### src/rtl/pe_oa_compressor.sv
// pe_oa_compressor: runs the PE start/finish handshake, captures the dense OA tile and streams it
// as compressed per-row (value, channel) beats. Define OA_RELU_EN to clamp negatives to 0 at capture.
module pe_oa_compressor #(
  parameter int ROW     = 4,
  parameter int CHANNEL = 8,
  parameter int DATA_BW = 8,
  parameter int C_BW    = 3
) (
  input  logic                              i_clk,
  input  logic                              i_rst_n,
  input  logic                              i_go,
  output logic                              o_busy,
  output logic                              o_done,
  output logic                              o_pe_start,
  input  logic                              i_pe_finish,
  input  logic [ROW*CHANNEL*DATA_BW-1:0]    i_pe_oa,
  output logic                              o_valid,
  input  logic                              i_ready,
  output logic signed [DATA_BW-1:0]         o_data,
  output logic [C_BW-1:0]                   o_c_idx,
  output logic [$clog2(ROW)-1:0]            o_row,
  output logic                              o_eor,
  output logic                              o_empty_row,
  output logic [$clog2(CHANNEL):0]          o_row_len,
  output logic [$clog2(ROW*CHANNEL):0]      o_nnz_total
);
  localparam int R_BW   = $clog2(ROW);
  localparam int LEN_BW = $clog2(CHANNEL) + 1;

  typedef enum logic [1:0] {IDLE, REQ, SCAN, RELEASE} state_t;

  state_t state, state_nxt;

  logic signed [DATA_BW-1:0] cap    [ROW][CHANNEL];
  logic signed [DATA_BW-1:0] cap_in [ROW][CHANNEL];
  logic [CHANNEL-1:0]        mask    [ROW];
  logic [CHANNEL-1:0]        mask_in [ROW];

  logic [R_BW-1:0]    row_ptr;
  logic [C_BW-1:0]    ch_ptr;
  logic               scan_end;
  logic [CHANNEL-1:0] cur_mask, remain;
  logic [C_BW-1:0]    next_ch;
  logic               beat_eor, accept, load, capture;

  function automatic logic [C_BW-1:0] lowest_set(input logic [CHANNEL-1:0] m);
    lowest_set = '0;
    for (int i = CHANNEL - 1; i >= 0; i--) begin
      if (m[i]) lowest_set = C_BW'(i);
    end
  endfunction

  function automatic logic [LEN_BW-1:0] popcount(input logic [CHANNEL-1:0] m);
    popcount = '0;
    for (int i = 0; i < CHANNEL; i++) popcount = popcount + LEN_BW'(m[i]);
  endfunction

  // Unpack the PE array, optionally clamp negatives, and derive the per-row nonzero masks.
  always_comb begin
    for (int r = 0; r < ROW; r++) begin
      mask_in[r] = '0;
      for (int c = 0; c < CHANNEL; c++) begin
        cap_in[r][c] = i_pe_oa[(r*CHANNEL+c)*DATA_BW +: DATA_BW];
`ifdef OA_RELU_EN
        if (cap_in[r][c][DATA_BW-1]) cap_in[r][c] = '0;
`endif
        mask_in[r][c] = |cap_in[r][c];
      end
    end
  end

  // NOTE: every signal this block writes gets a default first, so no path can infer a latch.
  always_comb begin
    cur_mask  = mask[row_ptr];
    remain    = cur_mask & ({CHANNEL{1'b1}} << ch_ptr);
    next_ch   = lowest_set(remain);
    beat_eor  = ~|(remain & ~(CHANNEL'(1) << next_ch));
    accept    = o_valid & i_ready;
    load      = (state == SCAN) && (!o_valid || i_ready) && !scan_end;
    capture   = (state == REQ) && i_pe_finish;
    state_nxt = state;
    unique case (state)
      IDLE:    if (i_go) state_nxt = REQ;
      REQ:     if (i_pe_finish) state_nxt = SCAN;
      SCAN:    if (accept && scan_end) state_nxt = RELEASE;
      RELEASE: if (!i_pe_finish) state_nxt = IDLE;
    endcase
  end

  // NOTE: sequential state uses non-blocking assignments so every register samples pre-edge values.
  always_ff @(posedge i_clk or negedge i_rst_n) begin
    if (!i_rst_n) state <= IDLE;
    else          state <= state_nxt;
  end

  always_ff @(posedge i_clk or negedge i_rst_n) begin
    if (!i_rst_n) begin
      // NOTE: the capture array is reset too, so an aborted tile leaves no stale data behind.
      for (int r = 0; r < ROW; r++) begin
        mask[r] <= '0;
        for (int c = 0; c < CHANNEL; c++) cap[r][c] <= '0;
      end
      o_busy      <= 1'b0;
      o_done      <= 1'b0;
      o_pe_start  <= 1'b0;
      o_valid     <= 1'b0;
      o_data      <= '0;
      o_c_idx     <= '0;
      o_row       <= '0;
      o_eor       <= 1'b0;
      o_empty_row <= 1'b0;
      o_row_len   <= '0;
      o_nnz_total <= '0;
      row_ptr     <= '0;
      ch_ptr      <= '0;
      scan_end    <= 1'b0;
    end else begin
      o_busy     <= (state_nxt != IDLE);
      o_pe_start <= (state_nxt == REQ);
      o_done     <= (state == RELEASE) && !i_pe_finish;

      if (capture) begin
        cap         <= cap_in;
        mask        <= mask_in;
        o_nnz_total <= '0;
        row_ptr     <= '0;
        ch_ptr      <= '0;
        scan_end    <= 1'b0;
      end

      if (accept && !o_empty_row) o_nnz_total <= o_nnz_total + 1'b1;

      if (load) begin
        o_valid     <= 1'b1;
        o_data      <= (|remain) ? cap[row_ptr][next_ch] : '0;
        o_c_idx     <= (|remain) ? next_ch : '0;
        o_row       <= row_ptr;
        o_eor       <= beat_eor;
        o_empty_row <= ~|remain;
        o_row_len   <= popcount(cur_mask);
        if (beat_eor) begin
          ch_ptr <= '0;
          // The last row parks the pointer and flags end-of-tile instead of wrapping.
          if (row_ptr == R_BW'(ROW - 1)) scan_end <= 1'b1;
          else                           row_ptr  <= row_ptr + 1'b1;
        end else begin
          ch_ptr <= next_ch + 1'b1;
        end
      end else if (accept) begin
        o_valid <= 1'b0;
      end
    end
  end

endmodule

### config.mk
export PLATFORM = sky130hd
export DESIGN_NAME = pe_oa_compressor
export DESIGN_NICKNAME = d
export VERILOG_FILES = /design/src/rtl/pe_oa_compressor.sv
export SDC_FILE = /design/constraint.sdc
export NUM_CORES = 1
export LEC_CHECK = 0
export BUFFER_PORTS_ARGS = -buffer_cell sky130_fd_sc_hd__buf_4
export CAP_MARGIN = 20
export CORE_MARGIN = 2
export CORE_UTILIZATION = 56
export CTS_CLUSTER_DIAMETER = 50
export DETAILED_ROUTE_END_ITERATION = 10
export PLACE_DENSITY = 0.8
export SYNTH_ARGS = -nofsm -noshare
export SYNTH_HDL_FRONTEND = slang
export SYNTH_SLANG_ARGS = --single-unit
### constraint.sdc
create_clock -name i_clk -period 5.21 [get_ports i_clk]
set_clock_uncertainty 0.2 [all_clocks]
set_input_delay 0 -clock i_clk [delete_from_list [all_inputs] [get_ports i_clk]]
set_output_delay 0 -clock i_clk [all_outputs]
set_load 0.1 [all_outputs]
Yosys cells after proc, flatten, opt, wreduce, memory -nomap -nowiden
Index checks and enable logic that the tools add are counted.
- register bits after elaboration: 325
- bits of input ports: 261
- output and inout bits: 29
- logic and storage cells: 167
- add/subtract/negate cells: 10
- $lt $le $gt $ge: 2
- equality and inequality tests: 5
- shifts and indexed selects: 2
- mux-type cells: 39
- bitwise gates (word level): 6
- reduce and logical (&&, ||, !) cells: 52
- operators by type and width (operator ; count):
    $reduce_or 8->1 ; 34
    $bmux 64 s2 ; 1
    $mux 64 ; 2
    $mux 8 ; 5
    $mux 3 ; 12
    $bmux 8 s3 ; 1
    $add 4x1->4 ; 4
    $and 8x8->8 ; 2
    $bmux 8 s2 ; 1
    $mux 2 ; 8
    $mux 6 ; 2
    $not 8->8 ; 1
    $pmux 2 s4 ; 1
    $reduce_bool 2->1 ; 4
    $shl 1x3->8 const A ; 1
    $shl 8x3->8 const A ; 1
    $add 6x1->6 const B ; 1
    $eq 2x2->1 const B ; 3
    $logic_and 1x1->1 ; 6
    $logic_not 1->1 ; 6
    $mux 1 ; 6
    $add 3x1->4 ; 1
    $eq 2x1->1 const B ; 2
    $ge 4x4->1 const B ; 1
    other kinds (10) ; 10

Logic depth before layout (Yosys ltp)
Gate-level depths: netlist of the first run.
- depth in word-level cells: 19
- mapped depth: 14
- gate-level depth less buffers: 12

Worst setup path before layout of the first run
OpenSTA, ideal clock, no wires.
- path type: register to register
- from: register row_ptr[0]
- to: register o_row_len[2]
- setup time: 0.083 ns
- arrival: 3.566 ns
- data required time: 4.927 ns
- path slack: 1.362 ns
- cell stages (with the launch flop): 13
- path buffers: 1
- clock period less this slack: 3.848 ns
- cell sequence: dfrtp_1 -> buf_6 -> mux4_2 -> fa_1 -> inv_1 -> fa_1 -> fa_1 -> inv_1 -> ha_1 -> inv_1 -> fa_1 -> xor2_1 -> o21ai_0
- cells in the longest elaborated chain, start to end: 11
- ends and longest elaborated chain (element ; RTL line ; text):
    start: declaration ; 39 ; logic [R_BW-1:0] row_ptr;
    start signal: assignment ; 145 ; else row_ptr <= row_ptr + 1'b1;
    $not 2->3 (not written as such) * ; 74 ; cur_mask = mask[row_ptr];
    $bmux 8 s2 * ; 74 ;
    $mux 8 (not written as such) * (2 in a row) ; 74 ;
    $add 1x1->2 ; 55 ; for (int i = 0; i < CHANNEL; i++) popcount = popcount + LEN_BW'(m[i]);
    $add 2x1->3 ; 55 ;
    $add 3x1->4 ; 55 ;
    $add 4x1->4 (3 in a row) ; 55 ;
    $add 4x1->4 * ; 55 ;
    end signal: assignment ; 140 ; o_row_len <= popcount(cur_mask);
    end: declaration ; 24 ; output logic [$clog2(CHANNEL):0] o_row_len,
Mark *: on every way between the ends. The rest lies on a longest branch, timed or not. The select of a mux whose other input is x is not followed.
A chain may end at the register's enable or synchronous reset.

Final worst setup path of the first run
- from: register row_ptr[0]
- to: register row_ptr[0]
- cells in the longest elaborated chain, start to end: 19
- elaborated cells between the ends (all ways): 23
- those cells by class: add/sub: 1; eq/ne: 1; shift: 1; mux: 15; bitwise: 4; reduce/logical: 1
- ends and longest elaborated chain (element ; RTL line ; text):
    $not 2->3 (not written as such) ; 74 ;
    $bmux 8 s2 ; 74 ;
    $mux 8 (not written as such) (2 in a row) ; 74 ;
    $and 8x8->8 ; 75 ; remain = cur_mask & ({CHANNEL{1'b1}} << ch_ptr);
    $mux 3 (8 in a row) ; 49 ; if (m[i]) lowest_set = C_BW'(i);
    $shl 1x3->8 ; 77 ; beat_eor = ~|(remain & ~(CHANNEL'(1) << next_ch));
    $not 8->8 ; 77 ;
    $and 8x8->8 ; 77 ;
    $reduce_or 8->1 ; 77 ;
    $mux 2 ; 141 ; if (beat_eor) begin
    $mux 2 * ; 133 ; if (load) begin
Marked as above.

==> run summary, run 1 <==
Status -> finished, violations left
Violations in the final reports -> hold timing
I/O Pins -> 290
WS Path Type -> flop to flop
Gate count of the mapped netlist -> 1620
CP Buf/Inv Count -> 3
Seq cells post-synth -> 325
FFs w/ async S/R, synth -> 100%
TritonCTS clock tree -> done
Net Count, Synth -> 1896
Post-CTS setup buffer count -> 0
DIE HEIGHT -> 170 µm
CP Max Fanout -> 35
Commonest non-fill, non-tap cell in the layout -> nand2_1
CTS root buf -> clkbuf_16
Clk_lat worst skew -> 530 ps
DRT Wirelength -> 54300 µm
Post-CTS Hold Buffers -> 261
DR pass1 iterations -> 6
Area growth, synth to finish -> 41.0%
Max VDD drop -> 0.000329 V
Synth Warn # -> 0
Worst path required time -> 5360 ps
Synth Flop Type -> dfrtp_1
Antenna-violating nets left -> 0
Estimated wirelength of the detail-placed design -> 30900 µm
Final Critical Period -> 4670 ps
1st-iter DRT viols -> 1615
Slew headroom -> 23.4%
Vias in the first global route -> 15608
Nets -> 2407
Crit-path cells -> buf_4, mux4_1, and2_1, o21ai_1, a21boi_2, buf_4, inv_6, ha_1, o22ai_1, nor4_4, nand3b_1, mux2i_1
RR Startpoint -> row_ptr[0]$_DFF_PN0_
Vias -> 14976
Hold Vio Cnt, Final -> 44
RSZ-0062 raised after global routing -> false
Core Area -> 0.0270 mm²
Mapped Area -> 0.0154 mm²
Tightest Pin Transition -> 1150 ps
Pleak -> 10.6 nW
Tcrit/Tclk final -> 89.7%
Final Wtd Congestion -> 0.895
Placed insts -> 2170
H-tree depth -> 2
Clock-pin slew on the worst setup and hold paths -> 50 ps
Port Buffer Count -> 289
Number of synthesized flops with an enable pin -> 0
Slowest stage delay, CP -> 900 ps
Fmax -> 214 MHz
# fillers -> 1489
Hold slack -> -71.2 ps
Layout Cells excl Fill -> 2504
Max Slew Vio Count -> 0
Final-report setup violation count -> 0
Row cnt -> 60
Most frequent CP cell -> buf_4
Clock sink count -> 325
Share of cells above drive strength 1 -> 21.4%
Critical path data arrival time -> 4830 ps
DR vias/cell -> 5.98
Die width -> 170 µm
Drt wl/cell -> 21.7 µm
Avg Cell Area, Syn -> 9.51 µm²
Post-route DRC -> 0
CP Capture Type -> flop
Setup crit start -> row_ptr[0]$_DFF_PN0_
GRT Util Overall -> 38.2%
PwrDens -> 522 mW/mm²
Max_cap viols -> 0
Total Die Area -> 0.0288 mm²
Hold Crit Class -> input pin to async pin
First-pass GRT wire length -> 84200 µm
Post-CTS Resized -> 0
Commonest non-fill, non-tap cells in the layout -> nand2_1, dfrtp_1, buf_4
Distinct cells, synth -> 54
Effective utilization at floorplan -> 57.1%
Post-synthesis sequential area ratio -> 52.8%
CTS max path bufs -> 3
Antenna violations before repair -> 2
CTS Buf Count -> 39
Startpoint types -> flop
Setup TNS Final -> 0 ps
Crit path max-delay family -> flip-flops
Crit path max-delay cell type -> dfrtp_4
Overflow after GRT -> 0
Largest net degree at the start of global routing -> 167
[registers in the layout, summed over array words and instances, names as in the netlist]
name	cells
o_eor	1
o_row_len	4
mask	32
cap	256
ch_ptr	3
o_data	8
o_row	2
o_empty_row	1
o_nnz_total	6
o_valid	1
o_pe_start	1
state	2
o_busy	1
row_ptr	2
o_done	1
o_c_idx	3
scan_end	1
[synth_stat cells, types with 2 or more instances]
master,instances,area [µm²]
nor4_1,64,400
xor2_1,4,35.0
mux2_4,3,45.0
a211o_1,5,43.8
nand3_1,11,55.1
ha_1,11,138
mux2i_1,15,150
mux4_1,2,52.6
a21o_1,3,22.5
nand2_1,812,3050
nand2b_1,2,12.5
buf_2,5,25.0
o31ai_1,2,15.0
a31oi_1,40,250
o21ai_0,13,65.1
o22ai_1,4,25.0
a2bb2oi_1,9,78.8
or3_1,2,12.5
or2_2,2,12.5
clkbuf_1,82,308
dfrtp_1,325,8130
fa_1,4,80.1
nor2_1,50,188
mux2_2,11,124
buf_6,2,22.5
buf_12,2,40.0
a22o_1,3,26.3
and2_1,2,12.5
inv_1,16,60.1
buf_1,3,11.3
a211oi_1,5,37.5
a21oi_1,9,45.0
nor3_1,3,15.0
a22oi_1,5,37.5
mux4_2,70,1580
[final cells by class]
class	instances	area, µm²	area share (%)
clock inverters	17	216	0.997
diodes	2	5.00	0.0231
clock buffers	54	1100	5.09
well taps	341	427	1.97
multi-input cells	1183	6800	31.3
flip-flops and latches	325	8140	37.5
repair buffers	565	4950	22.8
inverters	17	68.8	0.317
[layer usage]
layer,up-vias,GRT usage (%),part of all wire [%]
met1,7247,46.4,36
li1,6460,-,-
met4,2,22.5,6.9
met3,290,8.21,9.1
met2,977,63.5,48
met5,-,0,0.015
[cell families after synthesis]
logic type / Yosys count / share of synthesized area [%]
AO/OA/AOI/OAI: 107 / 4.82
XOR/XNOR: 4 / 0.227
adder cells (fa/ha/maj): 15 / 1.41
buffers and inverters: 112 / 3.18
flip-flops: 325 / 52.8
multiplexers: 101 / 12.6
AND/OR/NAND/NOR: 956 / 24.9
[path summary, 6_finish.rpt]
| check | end | slack, ps | depth (start not counted) |
|---|---|---|---|
| max | row_ptr[0]$_DFF_PN0_ | 540 | 12 |
| min | cap[78]$_DFFE_PN0P_ | -70 | 2 |
| max reg2reg | row_ptr[0]$_DFF_PN0_ | 540 | 12 |
| min reg2reg | cap[101]$_DFFE_PN0P_ | 270 | 2 |
| max in group asynchronous | o_pe_start$_DFF_PN0_ | 3410 | 3 |
| min in group i_clk | cap[9]$_DFFE_PN0P_ | 20 | 4 |
[power by group]
group	internal (mW)	leakage (nW)	total [mW]	switching, mW
combinational	1.61	6.00	4.27	2.66
clock	1.70	0.647	2.83	1.13
sequential	3.55	3.95	4.23	0.676
total	6.87	10.6	11.3	4.46
[stage by stage]
step | power, mW | instance area (µm²) | setup WS, ps | hold WS [ps] | util (%)
floorplan | 6.96 | 15400 | 1360 | -496 | -
global placement | 7.91 | 17800 | 820 | -62.4 | 65.9
detailed placement | 8.07 | 17800 | 717 | -53.5 | 65.9
CTS | 11.0 | 21700 | 666 | 3.03 | 80.5
global route | 11.9 | 21700 | 250 | 24.5 | 80.5
finish | 11.3 | 21700 | 535 | -71.2 | 80.6
Note: power is estimated with default switching activity, not from simulation.
==> run 2: changes to the inputs <==
--- a/config.mk
+++ b/config.mk
@@ -6,12 +6,12 @@
 export NUM_CORES = 1
 export LEC_CHECK = 0
 export BUFFER_PORTS_ARGS = -buffer_cell sky130_fd_sc_hd__buf_4
-export CAP_MARGIN = 20
 export CORE_MARGIN = 2
 export CORE_UTILIZATION = 56
 export CTS_CLUSTER_DIAMETER = 50
 export DETAILED_ROUTE_END_ITERATION = 10
 export PLACE_DENSITY = 0.8
+export REMOVE_ABC_BUFFERS = 1
 export SYNTH_ARGS = -nofsm -noshare
 export SYNTH_HDL_FRONTEND = slang
 export SYNTH_SLANG_ARGS = --single-unit
==> run 2 against run 1 <==
Effect of this change:
- the flow now finishes without violations
- worst hold slack gained 90 ps
- critical path type unchanged
- core utilization grew 0.19 points
- design area grew 0.24%
- die area is the same
- register-to-register slack gained 270 ps
==> run summary, run 2 (same netlist as run 1, synthesis figures left out) <==
DRT Wirelength -> 57000 µm (+5.0%)
Post-CTS Hold Buffers -> 262 (+0.38%)
Slew headroom -> 19.0% (-4.4 points)
Tcrit/Tclk final -> 84.5% (-5.2 points)
WS Path Type -> flop to flop
1st-iter DRT viols -> 1785 (+11%)
Most frequent CP cell -> buf_4
Status -> completed
Crit path max-delay cell type -> dfrtp_4
Antenna violations before repair -> 6 (+4)
RR Startpoint -> row_ptr[0]$_DFF_PN0_
Register with the most flip-flops -> cap
Critical path data arrival time -> 4570 ps (-260 ps)
Worst hold path depth -> 3
Worst path required time -> 5380 ps (+20 ps)
Post-CTS Resized -> 0 (unchanged)
Die width -> 170 µm (unchanged)
GRT Util Overall -> 40.7% (+2.5 points)
CTS Buf Count -> 38 (-2.6%)
Vias -> 15219 (+1.6%)
Min-delay src -> i_pe_finish
I/O Pins -> 290 (unchanged)
Worst reg-to-reg path cell count -> 12 (unchanged)
Share of cells above drive strength 1 -> 21.8% (+0.37 points)
R2R Setup Slk -> 810 ps (+270 ps)
Clk_lat worst skew -> 530 ps (about the same)
Endpoint, Worst Hold -> o_done$_DFF_PN0_
Final-report setup violation count -> 0 (unchanged)
Core Area -> 0.0270 mm² (unchanged)
Final Wtd Congestion -> 0.932 (+4.2%)
Fmax -> 227 MHz (+6.1%)
DR pass1 iterations -> 6 (unchanged)
Row cnt -> 60 (unchanged)
Hold Vio Cnt, Final -> 0 (-100%)
R2r endpoint -> row_ptr[0]$_DFF_PN0_
TritonCTS clock tree -> done
Finished Core Util -> 80.7% (+0.19 points)
Nets -> 2409 (+0.083%)
Pleak -> 10.6 nW (+0.28%)
Clock sink count -> 325 (unchanged)
Crit-path cells -> buf_4, mux4_2, a21boi_0, o21ai_1, a21boi_2, buf_4, inv_6, ha_1, o22ai_1, nor4_4, nand3b_1, mux2i_1
Total Die Area -> 0.0288 mm² (unchanged)
CP Buf/Inv Count -> 3 (unchanged)
PwrDens -> 520 mW/mm² (-0.33%)
Estimated wirelength of the detail-placed design -> 31600 µm (+2.5%)
Effective utilization at floorplan -> 57.1% (unchanged)
Final Critical Period -> 4400 ps (-270 ps)
Top Registers -> cap (256), mask (32), o_data (8)
Overflow after GRT -> 0 (unchanged)
Port Buffer Count -> 289 (unchanged)
Antenna-violating nets left -> 0 (unchanged)
Clock-pin slew on the worst setup and hold paths -> 60 ps (about the same)
Hold Crit Class -> input pin to flop
Setup crit start -> row_ptr[0]$_DFF_PN0_
Startpoint types -> flop
Commonest non-fill, non-tap cells in the layout -> nand2_1, dfrtp_1, buf_4
Crit path max-delay family -> compound AO/OA/AOI/OAI gates
Largest net degree at the start of global routing -> 127 (-24%)
First-pass GRT wire length -> 89000 µm (+5.7%)
RSZ-0062 raised after global routing -> false
Area growth, synth to finish -> 41.3%
Max reg flops -> 256 (unchanged)
Slowest stage delay, CP -> 710 ps (-190 ps)
DIE HEIGHT -> 170 µm (unchanged)
Max Slew Vio Count -> 0 (unchanged)
Post-CTS setup buffer count -> 0 (unchanged)
Max VDD drop -> 0.000259 V (-21%)
CTS max path bufs -> 3 (unchanged)
CTS root buf -> clkbuf_16
Vias in the first global route -> 16021 (+2.6%)
H-tree depth -> 2 (unchanged)
DR vias/cell -> 6.06 (+1.3%)
Commonest non-fill, non-tap cell in the layout -> nand2_1
Drt wl/cell -> 22.7 µm (+4.7%)
Max_cap viols -> 0 (unchanged)
Post-route DRC -> 0 (unchanged)
CP Max Fanout -> 30 (-14%)
CP Capture Type -> flop
Tightest Pin Transition -> 1200 ps (+54.7 ps)
Overall Power -> 11.3 mW (about the same)
run 2: routing by layer:
metal,track usage (%),part of all wire [%],vias to the layer above
li1,-,-,6469
met1,49.7,35,7328
met2,66.4,48,1112
met3,10.1,9.8,310
met4,24.0,6.7,0
met5,0,0,-
run 2: where the power goes:
group	switching, mW	internal (mW)
clock network	1.12	1.66
logic	2.67	1.61
registers	0.700	3.55
total	4.49	6.83
run 2: worst max path at each step:
stage / endpoint / slack [ps] / cells after the start
2_1_floorplan: o_nnz_total[5]$_DFFE_PN0P_ / -6890 / 4
6_report: row_ptr[0]$_DFF_PN0_ / 810 / 12
3_3_place_gp: row_ptr[0]$_DFF_PN0_ / 950 / 13
5_1_grt: row_ptr[0]$_DFF_PN0_ / 500 / 13
3_5_place_dp: row_ptr[0]$_DFF_PN0_ / 850 / 13
4_1_cts: row_ptr[0]$_DFF_PN0_ / 800 / 13
run 2: cell type report:
cell class / instances / area [µm²]
fillers: 1460 / 5190
inverters: 17 / 68.8
clock inverters: 20 / 205
flip-flops and latches: 325 / 8140
well taps: 341 / 427
multi-input cells: 1183 / 6800
diodes: 11 / 27.5
clock buffers: 48 / 1100
repair buffers: 568 / 4990
run 2: worst min-delay path, stage by stage:
cell	delay [ps]
dlygate4sd3_1	530
buf_4	120
nor2_1	40
run 2: per-stage QoR:
step	setup TNS (ps)	std cells	cell area [µm²]	hold WS, ps	worst slack (ps)
global placement	0	2172	17800	-77.8	953
finish	0	2513	21800	19.0	806
CTS	0	2502	21700	3.74	802
global route	0	2507	21700	31.2	496
floorplan	-1640480	1525	15000	-496	-6890
detailed placement	0	2172	17800	-85.3	849
